--- src/rtl/fetch.sv ---
// Instruction fetch stage: PC, single-outstanding imem read, {pc, inst} push into the instruction queue.
// Optional FETCH_STALL_CNT_EN adds a saturating stall_cnt of cycles spent blocked in HOLD by a full queue.
module fetch #(
  parameter logic [31:0] RESET_PC = 32'h1eceb000
) (
  input  logic        clk,
  input  logic        rst,
  output logic [31:0] imem_addr,
  output logic [3:0]  imem_rmask,
  input  logic [31:0] imem_rdata,
  input  logic        imem_resp,
  output logic        enqueue,
  output logic [63:0] enqueue_wdata,
  input  logic        is_full,
  input  logic        redirect_valid,
  input  logic [31:0] redirect_pc
`ifdef FETCH_STALL_CNT_EN
  ,
  output logic [31:0] stall_cnt
`endif
);

  typedef enum logic [1:0] {
    S_REQ     = 2'd0,
    S_WAIT    = 2'd1,
    S_HOLD    = 2'd2,
    S_DISCARD = 2'd3
  } state_t;

  state_t      state;
  logic [31:0] pc;
  logic [31:0] hold_buf;

  // The response strobe and queue status act in the same cycle, so the handshake outputs are decoded from state.
  always_comb begin
    imem_addr     = {pc[31:2], 2'b00};
    imem_rmask    = 4'h0;
    enqueue       = 1'b0;
    enqueue_wdata = 64'd0;
    if (!rst) begin
      case (state)
        S_REQ: begin
          if (!redirect_valid) imem_rmask = 4'hf;
        end
        S_WAIT: begin
          if (imem_resp) begin
            enqueue_wdata = {pc, imem_rdata};
            enqueue       = !is_full && !redirect_valid;
          end
        end
        S_HOLD: begin
          enqueue_wdata = {pc, hold_buf};
          enqueue       = !is_full && !redirect_valid;
        end
        default: ;
      endcase
    end
  end

  always_ff @(posedge clk) begin
    if (rst) begin
      pc       <= RESET_PC;
      state    <= S_REQ;
      hold_buf <= 32'd0;
    end else if (redirect_valid) begin
      pc       <= redirect_pc;
      hold_buf <= 32'd0;
      case (state)
        S_REQ:   state <= S_REQ;
        S_WAIT:  state <= imem_resp ? S_REQ : S_DISCARD;
        S_HOLD:  state <= S_REQ;
        // A response landing now retires the stale read; waiting on would deadlock.
        default: state <= imem_resp ? S_REQ : S_DISCARD;
      endcase
    end else begin
      case (state)
        S_REQ: state <= S_WAIT;
        S_WAIT: begin
          if (imem_resp) begin
            if (is_full) begin
              hold_buf <= imem_rdata;
              state    <= S_HOLD;
            end else begin
              pc    <= pc + 32'd4;
              state <= S_REQ;
            end
          end
        end
        S_HOLD: begin
          if (!is_full) begin
            pc       <= pc + 32'd4;
            hold_buf <= 32'd0;
            state    <= S_REQ;
          end
        end
        default: begin
          if (imem_resp) state <= S_REQ;
        end
      endcase
    end
  end

`ifdef FETCH_STALL_CNT_EN
  always_ff @(posedge clk) begin
    if (rst) begin
      stall_cnt <= 32'd0;
    end else if (state == S_HOLD && is_full && !redirect_valid && stall_cnt != 32'hffffffff) begin
      stall_cnt <= stall_cnt + 32'd1;
    end
  end
`endif

endmodule

--- config.mk ---
export PLATFORM = sky130hd
export DESIGN_NAME = fetch
export DESIGN_NICKNAME = d
export VERILOG_FILES = /design/src/rtl/fetch.sv
export SDC_FILE = /design/constraint.sdc
export NUM_CORES = 1
export LEC_CHECK = 0
export CAP_MARGIN = 5
export CORE_MARGIN = 5
export CORE_UTILIZATION = 48
export DETAILED_ROUTE_END_ITERATION = 8
export PLACE_DENSITY = 0.87
export SYNTH_ARGS = -nofsm -noshare
export SYNTH_HDL_FRONTEND = slang
export SYNTH_SLANG_ARGS = --single-unit
--- constraint.sdc ---
create_clock -name clk -period 4.2 [get_ports clk]
set_input_delay 0.84 -clock clk [delete_from_list [all_inputs] [get_ports clk]]
set_output_delay 0.84 -clock clk [all_outputs]
set_load 0.1 [all_outputs]
# After elaboration in Yosys (flattened, before gate mapping)
# Index checks and enable logic that the tools add are counted.
# totals
wordCells,48
register_bits,66
# classes
mux,25
add_sub_neg,1
eq_ne,7
reduce_logical,12
# op_table
operator,n
$mux 32,6
$mux 64,2
$pmux 32 s2,2
$pmux 64 s2,1
$add 32x3->32 const B,1
$mux 2,7
$mux 4,3
$ne 2x2->1 const B,3
$ne 3x3->1 const B,2
$pmux 2 s3,1
$reduce_and 4->1,1
$reduce_bool 4->1,1
$reduce_or 2->1,2
$reduce_and 3->1,1
$reduce_bool 3->1,1
$eq 2x1->1 const B,1
$eq 2x2->1 const B,1
$logic_not 1->1,2
$logic_not 2->1,1
$mux 1,2
$pmux 1 s2,1
$reduce_and 2->1,1
$reduce_bool 2->1,1
$logic_and 1x1->1,1

# Longest topological paths before layout
# logic_depth
word_depth,5
depth_mapped,8

# Least setup slack after synthesis
# Ideal clock, no wire load.
# synth_path
path_type,input-to-output
startpoint,in redirect_valid
endpoint,out enqueue
t_required_ns,3.360
n_path_buf,1
t_arrival_ns,4.420
path_stages,4
path_slack_ns,-1.060
path_cell_list,inv_1 > clkbuf_1 > nand2_1 > nor4b_1
# synth_via
elab_chain_cells,5
# synth_lines
element,line_no,source
from (decl),15,"input logic redirect_valid,"
$logic_not 1->1 (*),"48, 53",
$logic_and 1x1->1 (*),"48, 53",
$mux 1,46,if (imem_resp) begin
$pmux 1 s2 (*),41,case (state)
$mux 1 (*),40,if (!rst) begin
to (decl),12,"output logic enqueue,"
# Every way passes the cells marked *; elsewhere a longest branch is shown, timed or not.

# Final worst setup path
# layout_path
startpoint,in rst
endpoint,out enqueue_wdata[54]
# layout_via
elab_chain_cells,1
# layout_lines
element,line_no,source
from (decl),7,"input logic rst,"
$mux 64,40,
to (decl),13,"output logic [63:0] enqueue_wdata,"
# Every way passes these cells.

==> run metrics <==
share of layout cells above drive strength 1=0.1477; TritonCTS clock tree=yes; Final WS setup=0.5074 ns; Worst-path clk slew=0.07 ns; Clock Latency Late Sink=roughly 0.35 ns; Netlist cell types=between 40 and 50; fmax=270.8 MHz; critical path's largest stage delay=roughly 0.45 ns; Setup Skew=between 0.01 and 0.015 ns; Die ar.=between 10000 and 15000 um^2; static leakage=around 2.4 nW; critical path class=primary input to primary output; number of global-route vias before repair=4643; fin util=0.7402; synth warn=0; Synth Instances=~570; Max Cap Viol=0; reg2reg setup slack=between 1 and 1.5 ns; setup bufs post-CTS=0; via count=4732; DPL Wire Length=~10000 um; Routed Antenna Nets=0; final hold vios=0; Crit path depth=7; Slowest cell on crit path=clkdlybuf4s50_1; post-CTS sizing=0; drt first pass iters=5; Synth Area in Adders=0.01420; Pwr Total=about 1.9 mW; Setup Viol. Count Final=0; IO buf count=167; clock root cell=clkbuf_8; H-tree levels=3; die span in y=between 100 and 150 um; Critical Path Fanout Max=32; Avg Vias per Cell=approximately 6; final cell count without fillers=slightly below 800; clk buf depth=2; status=finished clean; I/O pins=170; CP endpoint=enqueue_wdata[54]; largest net degree at the start of global routing=50; Overall Global Routing Usage=0.2478; pwr dens=286.5 nW/um^2; Cell Area, Placed=between 6000 and 7000 um^2; Rel. slew slack=0.3166; TritonCTS Buffers=9; final non-filler cell area=between 6000 and 7000 um^2; period utilization=0.8792; CP startpoint=rst; NumNets Final=~750; First DRT Iteration DRCs=292; area delta synth->final=53.05%; #FFs+latches synth=between 60 and 70; worst path bufs/invs=4; DP Worst Slack=roughly 0.52 ns; Placed Instances=about 770; mux cell area share after synthesis=0.08407; RSZ-0062 raised after global routing=no; drt total wl=around 14000 um; register area share after synthesis=0.2999; largest family of logic cells by synthesized area=simple AND/OR/NAND/NOR gates; WL per Instance=around 18 um; fraction of registers with async set/reset=0; global-route wire length before repair=between 20000 and 25000 um; antenna violations before repair=1; Initial Util=0.4837; CTS Sinks=66; Startpoint Class=primary input; reg2reg path depth=7; core area=9109 um^2; drt drc=0; Setup TNS=0 ns; Crit path arrival time=roughly 2.9 ns; most frequent cells in the layout=clkdlybuf4s50_1 (98), nor2_1 (88), buf_12 (69), dfxtp_1 (66), mux2i_1 (37); Max VDD drop=approximately 0.00021 V; number of core rows=35; worst min path class=register to register; most common cell after layout, fill and taps aside=clkdlybuf4s50_1; Post-Synth Simple-Gate Area=0.3320; CP Data Required Time=about 3.4 ns; CP top delay family=buffers and inverters; CP Capture Type=primary output; Final Max Slew Viols=0; hold buffer count at cts=0; Tmin final=3.693 ns; grt ovf=0; Synth Area in XOR/XNOR=0.01193; Die Wd=about 110 um; worst flop-to-flop path startpoint=state[0]; EDFF count, synth=0; Slew @ Worst Pin=roughly 1.0 ns; Post-Synthesis Mean Instance Area=a little under 8 um^2; Synth Area in Compound Gates=0.1497; reg2reg end=pc[21]; GP Congestion=between 0.8 and 0.9; hold slack final=slightly below 0.5 ns; Post-Syn Area=4405 um^2; CP Cell Sequence=clkdlybuf4s50_1 -> inv_2 -> nand2_1 -> nor2_1 -> buf_4 -> and2_1 -> buf_12; top_reg_cell synth=dfxtp_1
==> sequential cells by signal (all words and copies together) (netlist names) <==
signal / cells
hold_buf: 32
pc: 32
state: 2
==> logic make-up (layout without fill, tap and decap cells) <==
kind of cell	count (synthesis)	after routing
muxes	37	37
and+or+nand+nor	274	274
AOI/OAI and AO/OA	88	88
adders and majority gates	5	5
xor gates and xnor gates	6	6
other	1	3
buffers and inverters	89	199
DFF	66	66
==> tightest hold or removal path: stages, from the launching register on <==
cell and delay (ns):
dfxtp_1 0.32, mux2i_1 0.07, nor2_1 0.07
==> worst min path at each step <==
stage,cells after the start,endpoint,from,slack (ns)
2_1_floorplan,2,pc[0],pc[0],0.45
3_3_place_gp,2,pc[1],pc[1],0.47
3_5_place_dp,2,pc[0],pc[0],0.48
4_1_cts,2,pc[0],pc[0],0.50
5_1_grt,2,hold_buf[0],hold_buf[0],0.53
6_report,2,pc[0],pc[0],0.49
==> where the power goes <==
group / switching [mW] / internal (mW)
Clock: 0.242 / 0.240
Combinational: 0.492 / 0.256
Sequential: 0.0438 / 0.658
Total: 0.778 / 1.15
==> synthesized netlist by cell type, types with 2 or more instances <==
cell type / count / area, um^2
mux2i_1: 37 / 370.4
nor3_1: 23 / 115.1
and3_1: 13 / 81.33
xnor2_1: 6 / 52.55
or3_1: 7 / 43.79
nor4_1: 7 / 43.79
nand2b_1: 2 / 12.51
nor3b_1: 3 / 22.52
a2111oi_0: 2 / 17.52
a311oi_1: 10 / 87.58
dfxtp_1: 66 / 1321
ha_1: 5 / 62.56
a211oi_1: 8 / 60.06
inv_1: 5 / 18.77
o21ai_0: 12 / 60.06
o311a_1: 4 / 40.04
and4_1: 7 / 61.31
a21oi_1: 5 / 25.02
o31a_1: 2 / 17.52
nand3_1: 19 / 95.09
nor4b_1: 3 / 26.28
o31ai_1: 4 / 30.03
o32ai_1: 2 / 17.52
a32oi_1: 3 / 26.28
and2_1: 33 / 206.5
a22oi_1: 32 / 240.2
buf_4: 35 / 262.8
nand2_1: 13 / 48.80
or4_1: 11 / 82.58
nor2_1: 88 / 330.3
nand4_1: 8 / 50.05
nor2b_1: 33 / 206.5
buf_1: 4 / 15.01
clkbuf_1: 38 / 142.6
nand3b_1: 2 / 15.01
buf_2: 6 / 30.03
==> layer usage <==
| layer | track usage | wire [um] | share of wire |
|---|---|---|---|
| met5 | 0 | 0 | 0 |
| met4 | 0.1369 | 569 | 0.040 |
| met3 | 0.06920 | 1312 | 0.092 |
| met2 | 0.4203 | 6997 | 0.49 |
| met1 | 0.2798 | 5450 | 0.38 |
==> layout make-up <==
class / instances / area [um^2]
antenna: 1 / 2.502
clock buffer: 12 / 155.1
clock inverter: 3 / 15.01
fill: 615 / 2366
inverter: 6 / 22.52
multi-input combinational: 412 / 2643
sequential: 66 / 1321
tap: 111 / 138.9
timing repair buffer: 178 / 2445
(Power assumes the default switching activity.)
